$ cat src/rtl/fetch_block_pkg.sv
// Shared types and constants for the Thumb fetch stage.
package fetch_block_pkg;

  localparam int unsigned WORD_W  = 32;
  localparam int unsigned INSTR_W = 16;

  typedef logic [WORD_W-1:0]  word;
  typedef logic [INSTR_W-1:0] instruction;
  typedef logic               stall_pipeline_sig;
  typedef logic               flush_pipeline_sig;

  // Bytes per 16-bit Thumb instruction.
  localparam word PC_INCREMENT = WORD_W'(2);

  typedef enum logic {
    RUN,
    STALLED
  } fetch_state_e;

  // Instruction together with the address it was fetched from.
  typedef struct packed {
    instruction instr;
    word        pc;
  } fetch_entry_t;

endpackage

$ cat src/rtl/fetch_block_decode_register.sv
// Fetch/decode pipeline register: instruction, PC and valid with load/hold/invalidate.
module fetch_decode_register
  import fetch_block_pkg::*;
(
  input  logic         clk,
  input  logic         reset,
  input  logic         load,
  input  logic         invalidate,
  input  fetch_entry_t next_entry,
  input  logic         next_valid,
  output instruction   instr,
  output word          pc,
  output logic         valid
);

  // Reset clears everything; invalidate only drops valid; otherwise load or hold.
  always_ff @(posedge clk) begin
    if (reset) begin
      instr <= '0;
      pc    <= '0;
      valid <= 1'b0;
    end else if (invalidate) begin
      valid <= 1'b0;
    end else if (load) begin
      instr <= next_entry.instr;
      pc    <= next_entry.pc;
      valid <= next_valid;
    end
  end

endmodule

$ cat src/rtl/fetch_block.sv
// Instruction fetch stage: PC, synchronous imem issue, one-entry skid buffer, flush redirect.
module fetch_block
  import fetch_block_pkg::*;
#(
  parameter word RESET_VECTOR = 32'h0000_0000
) (
  input  logic              clk_i,
  input  logic              reset_i,
  input  stall_pipeline_sig stall_pipeline_i,
  input  flush_pipeline_sig flush_pipeline_i,
  input  word               branch_target_i,
  input  instruction        imem_data_i,
  output word               imem_addr_o,
  output logic              imem_en_o,
  output instruction        instruction_o,
  output word               program_counter_o,
  output logic              is_valid_o
);

  fetch_state_e state_q, state_d;
  word          pc_q, pc_d;
  logic         inflight_valid_q, inflight_valid_d;
  word          inflight_pc_q, inflight_pc_d;
  logic         skid_valid_q, skid_valid_d;
  fetch_entry_t skid_q, skid_d;
  logic         out_load;
  fetch_entry_t out_entry;
  logic         out_valid;

  assign imem_addr_o = pc_q;
  // A read is issued on every edge that advances the PC, including the edge leaving STALLED,
  // so the instruction recorded as inflight is always the one the memory actually returns.
  assign imem_en_o = !reset_i && !flush_pipeline_i && !stall_pipeline_i;

  // State, PC, inflight and skid registers.
  always_ff @(posedge clk_i) begin
    if (reset_i) begin
      state_q          <= RUN;
      pc_q             <= RESET_VECTOR;
      inflight_valid_q <= 1'b0;
      inflight_pc_q    <= '0;
      skid_valid_q     <= 1'b0;
      skid_q           <= '0;
    end else begin
      state_q          <= state_d;
      pc_q             <= pc_d;
      inflight_valid_q <= inflight_valid_d;
      inflight_pc_q    <= inflight_pc_d;
      skid_valid_q     <= skid_valid_d;
      skid_q           <= skid_d;
    end
  end

  // Next-state logic: flush beats stall; stall parks the inflight read in the skid buffer.
  always_comb begin
    state_d          = state_q;
    pc_d             = pc_q;
    inflight_valid_d = inflight_valid_q;
    inflight_pc_d    = inflight_pc_q;
    skid_valid_d     = skid_valid_q;
    skid_d           = skid_q;
    out_load         = 1'b0;
    out_entry        = '{instr: imem_data_i, pc: inflight_pc_q};
    out_valid        = inflight_valid_q;

    if (flush_pipeline_i) begin
      pc_d             = branch_target_i & ~WORD_W'(1);
      inflight_valid_d = 1'b0;
      skid_valid_d     = 1'b0;
      state_d          = RUN;
    end else begin
      case (state_q)
        RUN: begin
          if (stall_pipeline_i) begin
            if (inflight_valid_q) begin
              skid_d       = '{instr: imem_data_i, pc: inflight_pc_q};
              skid_valid_d = 1'b1;
            end
            inflight_valid_d = 1'b0;
            state_d          = STALLED;
          end else begin
            out_load         = 1'b1;
            inflight_pc_d    = pc_q;
            inflight_valid_d = 1'b1;
            pc_d             = pc_q + PC_INCREMENT;
          end
        end
        STALLED: begin
          if (!stall_pipeline_i) begin
            out_load         = 1'b1;
            out_entry        = skid_q;
            out_valid        = skid_valid_q;
            skid_valid_d     = 1'b0;
            inflight_pc_d    = pc_q;
            inflight_valid_d = 1'b1;
            pc_d             = pc_q + PC_INCREMENT;
            state_d          = RUN;
          end
        end
        default: state_d = RUN;
      endcase
    end
  end

  fetch_decode_register u_fd_reg (
    .clk        (clk_i),
    .reset      (reset_i),
    .load       (out_load),
    .invalidate (flush_pipeline_i),
    .next_entry (out_entry),
    .next_valid (out_valid),
    .instr      (instruction_o),
    .pc         (program_counter_o),
    .valid      (is_valid_o)
  );

endmodule
$ cat config.mk
export PLATFORM = sky130hd
export DESIGN_NAME = fetch_block
export DESIGN_NICKNAME = d
export VERILOG_FILES = /design/src/rtl/fetch_block_pkg.sv /design/src/rtl/fetch_block_decode_register.sv /design/src/rtl/fetch_block.sv
export SDC_FILE = /design/constraint.sdc
export NUM_CORES = 1
export LEC_CHECK = 0
export CAP_MARGIN = 20
export CORE_UTILIZATION = 35
export DETAILED_ROUTE_END_ITERATION = 10
export SYNTH_ARGS = -nofsm -noshare
export SYNTH_HDL_FRONTEND = slang
export SYNTH_SLANG_ARGS = --single-unit
$ cat constraint.sdc
create_clock -name clk_i -period 3.1 [get_ports clk_i]
set_input_delay 0.465 -clock clk_i [delete_from_list [all_inputs] [get_ports clk_i]]
set_output_delay 0.465 -clock clk_i [all_outputs]
set_load 0.01 [all_outputs]
==> implementation parameters <==
Parameter                              Value

Clock tree
  Root buf cell ... sky130_fd_sc_hd__clkbuf_16
  Number of buffers between clock root and the deepest sink ... 2
  Clock buffers created by TritonCTS ... 17
  Max H-tree Level ... 4
  Clock latency at the later pin of the worst-skew pair ... 0.42 ns
  Hold buffers post-CTS ... 0
  Sink Count ... 160
  Number of setup buffers added after CTS ... 0
  TritonCTS clock tree ... done
  Quantity of gates resized following cts ... 0
  Clock edge transition at the registers on the reported setup and hold paths ... 0.06 ns

Die
  Die Area ... 19700 sq um
  Number of top-level pins ... 134
  Vert. Die Dim ... 140 um
  Starting utilization of the core area ... a little over a third
  Site Rows ... 50
  Die width ... approximately 140 um
  Area of the core region ... 18800 sq um

Pwr
  P_int ... about 0.0037 W
  Switch share ... 24.6%
  Leakage power summed over all cells ... 2.85 nW
  Power density over cell area ... 554 nW/um^2
  VDD IR-drop max ... between 0.0004 and 0.0005 V
  Net switching power of the design ... 0.00120 W
  Portion of total power attributed to the clock network ... 43.9%
  Combinational Power Share ... 10.3%
  Sequential share of power ... 45.8%

Job
  Max-cap check violation count ... 0

Routing
  Via count of the routed design ... 5892
  Average wire length per cell after detail routing ... 15.7 um
  Detail Route Antenna Nets ... 0
  Iteration-0 DRC Markers ... 488
  Detailed-route vias per instance ... just over 5
  Drt drc ... 0
  Wirelength, routed ... 18200 um
  Count of TritonRoute iterations in the first routing pass ... 5

Place
  Final GP Congestion ... 0.796
  Post-DP HPWL ... 12000 um
  Post-Place Cell Area ... just over 8000 sq um
  Total of buffers placed on input and output ports ... 130

Global routing
  Wire length of the first global-routing pass ... approximately 29000 um
  Vias in the first global route ... 5319
  Global routing usage summed across all routing layers ... 18.8%
  Total congestion overflow after global routing ... 0
  Antenna violations before repair ... 0
  Maximum number of pins on one net before global-route repair ... 96

Synth
  Most used flip-flop cell after synthesis ... sky130_fd_sc_hd__dfxtp_1
  Post-synthesis compound-gate area fraction ... 17.7%
  Flop and latch count out of synthesis ... 160
  Async set-or-reset flop fraction in the synthesized netlist ... 0%
  YS warnings ... 0
  Main combinational cell family by area after synthesis ... simple AND/OR/NAND/NOR gates
  Synth Area in Simple Gates ... a little over a fifth
  Share of the yosys chip area belonging to registers ... 47.7%
  Post-synthesis instance total ... 814
  Parity-gate share of the synthesized area counting xor and xnor cells ... ~1.0%
  Mux cell area share after synthesis ... 7.31%
  Adder-cell share of the synthesized area ... 0.186%
  Distinct cell type count of the synthesized netlist ... 50
  Post-Syn Area per Cell ... a little over 8 sq um
  Cell Area, Synth ... about 6700 sq um
  Number of enable flip-flop cells after synthesis ... 0

STA
  Worst clock skew ... 0.00600 ns
  Share of the clock period used by the worst path after layout ... between 80% and 90%
  Hold Vio Cnt, Final ... 0
  Headroom to the max-slew limit ... 55.0%
  Summed negative setup slack over all endpoints ... 0 ns
  Fin crit period ... 2.59 ns
  Slew at the pin closest to its max-slew limit ... 0.674 ns
  Final number of setup-violating endpoints ... 0
  Maximum clock rate ... 0.386 GHz
  Max-slew violations ... 0
  Setup repair after global routing missed its margin ... no

Final layout
  Diodes inserted ... 0
  Area Overhead vs Synth ... 31.1%
  Area occupied by multi-input gates ... between 3000 and 4000 sq um
  Sequential cell area ... 3210 sq um
  Number of nets in the layout ... just under 1000
  Final design area excluding fillers ... 8800 sq um
  Fraction of final layout cells with drive strength greater than 1 ... 6.82%
  Count of fill cells added during filler insertion ... about 1900

Critical path
  RR Startpoint ... imem_addr_o[2]
  FF-to-FF path depth ... 5
  Critical path fanouts, max ... 7
  Classification of the worst setup path ... in -> out
  Data required time at the worst endpoint ... 2.63 ns
  Endpoint arrival time on the critical path ... 2.13 ns
  Crit start category ... input pin
  Crit path capture type ... primary output
  Register-to-register path setup slack ... 0.54 ns
  Reg2Reg Capture Point ... imem_addr_o[25]

Hold path
  Startpoint of the most critical hold path ... skid_q[21]
  Min-Delay Path Depth ... 2
  Min-delay worst type ... reg -> reg
  Hold endpoint ... skid_q[21]

Status
  Run status ... finished, final reports clean
## through the flow
step / setup WS (ns) / utilization [%] / hold slack, ns / std cells / power, W
finish: 0.508 / 46.9 / 0.454 / 1158 / 0.00487
global route: 0.365 / 46.9 / 0.468 / 1158 / 0.00507
CTS: 0.506 / 46.9 / 0.455 / 1158 / 0.00494
detailed placement: 0.368 / 43.7 / 0.446 / 1127 / 0.00278
global placement: 0.395 / 43.7 / 0.441 / 1127 / 0.00278
floorplan: 0.815 / - / 0.436 / 815 / 0.00250
## power groups by stage
| stage | combinational (W) | clock [W] | sequential [W] |
|---|---|---|---|
| 3_5_place_dp | 0.000508 | 0 | 0.00227 |
| 5_1_grt | 0.000547 | 0.00228 | 0.00224 |
| 6_report | 0.000503 | 0.00214 | 0.00223 |
| 4_1_cts | 0.000510 | 0.00220 | 0.00223 |
| 3_3_place_gp | 0.000506 | 0 | 0.00227 |
| 2_1_floorplan | 0.000231 | 0 | 0.00227 |
## sequential cells by signal (all words and copies together) (netlist names)
signal	flops
skid_valid_q	1
u_fd_reg.valid	1
u_fd_reg.instr	16
state_q	1
imem_addr_o	31
u_fd_reg.pc	31
inflight_valid_q	1
inflight_pc_q	31
skid_q	47
## layer usage
layer	track usage (%)	share of wire, %
met1	26.3	50
met2	28.5	44
met3	4.51	5.0
met4	5.78	0.99
met5	0	0
## cell families after synthesis
family                     after synthesis
AOI/OAI and AO/OA                      187
xor gates and xnor gates                 8
adders and majority gates                1
buffers and inverters                   79
DFF                                    160
muxes                                   49
other                                    1
and+or+nand+nor                        329
## area by class of cell
class	instances	area share, %
clock buffers	21	5.46
clock inverters	10	1.41
inverters	10	0.427
multi-input cells	576	36.6
flip-flops and latches	160	36.5
well taps	234	3.33
repair buffers	147	16.4
## how the worst max path moves through the flow
stage	start	endpoint	slack, ns
2_1_floorplan	imem_addr_o[1]	imem_addr_o[23]	0.82
3_3_place_gp	stall_pipeline_i	imem_addr_o[22]	0.40
3_5_place_dp	stall_pipeline_i	imem_addr_o[24]	0.37
4_1_cts	stall_pipeline_i	imem_en_o	0.51
5_1_grt	imem_addr_o[2]	imem_addr_o[21]	0.37
6_report	stall_pipeline_i	imem_en_o	0.51
## synth_stat cells (2+ instances only)
| master | instances | area, sq um |
|---|---|---|
| sky130_fd_sc_hd__nand2_1 | 182 | 683 |
| sky130_fd_sc_hd__dfxtp_1 | 160 | 3200 |
| sky130_fd_sc_hd__a21oi_1 | 87 | 435 |
| sky130_fd_sc_hd__nor2_1 | 78 | 293 |
| sky130_fd_sc_hd__a211oi_1 | 54 | 405 |
| sky130_fd_sc_hd__clkbuf_1 | 53 | 199 |
| sky130_fd_sc_hd__mux2i_1 | 49 | 490 |
| sky130_fd_sc_hd__nand4_1 | 12 | 75.1 |
| sky130_fd_sc_hd__buf_1 | 11 | 41.3 |
| sky130_fd_sc_hd__nand3_1 | 11 | 55.1 |
| sky130_fd_sc_hd__a311oi_1 | 10 | 87.6 |
| sky130_fd_sc_hd__inv_1 | 10 | 37.5 |
| sky130_fd_sc_hd__nor4_1 | 9 | 56.3 |
| sky130_fd_sc_hd__o21ai_0 | 8 | 40.0 |
| sky130_fd_sc_hd__xnor2_1 | 8 | 70.1 |
| sky130_fd_sc_hd__o31ai_1 | 6 | 45.0 |
| sky130_fd_sc_hd__or4_1 | 6 | 45.0 |
| sky130_fd_sc_hd__nor3_1 | 5 | 25.0 |
| sky130_fd_sc_hd__a31oi_1 | 4 | 25.0 |
| sky130_fd_sc_hd__o211ai_1 | 4 | 30.0 |
| sky130_fd_sc_hd__and3_1 | 3 | 18.8 |
| sky130_fd_sc_hd__and4_1 | 3 | 26.3 |
| sky130_fd_sc_hd__buf_4 | 3 | 22.5 |
| sky130_fd_sc_hd__nand2b_1 | 3 | 18.8 |
| sky130_fd_sc_hd__or2_2 | 3 | 18.8 |
| sky130_fd_sc_hd__a2111oi_0 | 2 | 17.5 |
| sky130_fd_sc_hd__a22oi_1 | 2 | 15.0 |
| sky130_fd_sc_hd__a31o_2 | 2 | 17.5 |
| sky130_fd_sc_hd__buf_2 | 2 | 10.0 |
| sky130_fd_sc_hd__nand3_2 | 2 | 20.0 |
| sky130_fd_sc_hd__nand3b_1 | 2 | 15.0 |
| sky130_fd_sc_hd__nor3b_1 | 2 | 15.0 |
## cells in the final DEF, fill, tap and decap left out, types with 3 or more instances in the layout
cell type and instances:
sky130_fd_sc_hd__o31ai_1 6, sky130_fd_sc_hd__xnor2_1 8, sky130_fd_sc_hd__and4_1 3, sky130_fd_sc_hd__inv_1 10
sky130_fd_sc_hd__a211oi_1 54, sky130_fd_sc_hd__a31oi_1 4, sky130_fd_sc_hd__a21oi_1 87, sky130_fd_sc_hd__nor4_1 9
sky130_fd_sc_hd__or4_1 6, sky130_fd_sc_hd__nor3_1 5, sky130_fd_sc_hd__clkbuf_16 17, sky130_fd_sc_hd__clkbuf_8 4
sky130_fd_sc_hd__or2_2 3, sky130_fd_sc_hd__o211ai_1 4, sky130_fd_sc_hd__clkdlybuf4s50_1 129, sky130_fd_sc_hd__nand2_1 182
sky130_fd_sc_hd__buf_4 17, sky130_fd_sc_hd__mux2i_1 49, sky130_fd_sc_hd__a311oi_1 10, sky130_fd_sc_hd__dfxtp_1 159
sky130_fd_sc_hd__inv_6 3, sky130_fd_sc_hd__nor2_1 76, sky130_fd_sc_hd__and3_1 3, sky130_fd_sc_hd__o21ai_0 8
sky130_fd_sc_hd__nand3_1 11, sky130_fd_sc_hd__nand4_1 12, sky130_fd_sc_hd__clkinvlp_4 3
## critical path: stages
cell,delay (ns)
sky130_fd_sc_hd__clkdlybuf4s50_1,0.60
sky130_fd_sc_hd__or2_2,0.38
sky130_fd_sc_hd__nor2_1,0.11
sky130_fd_sc_hd__clkdlybuf4s50_1,0.57
(Power assumes the default switching activity.)
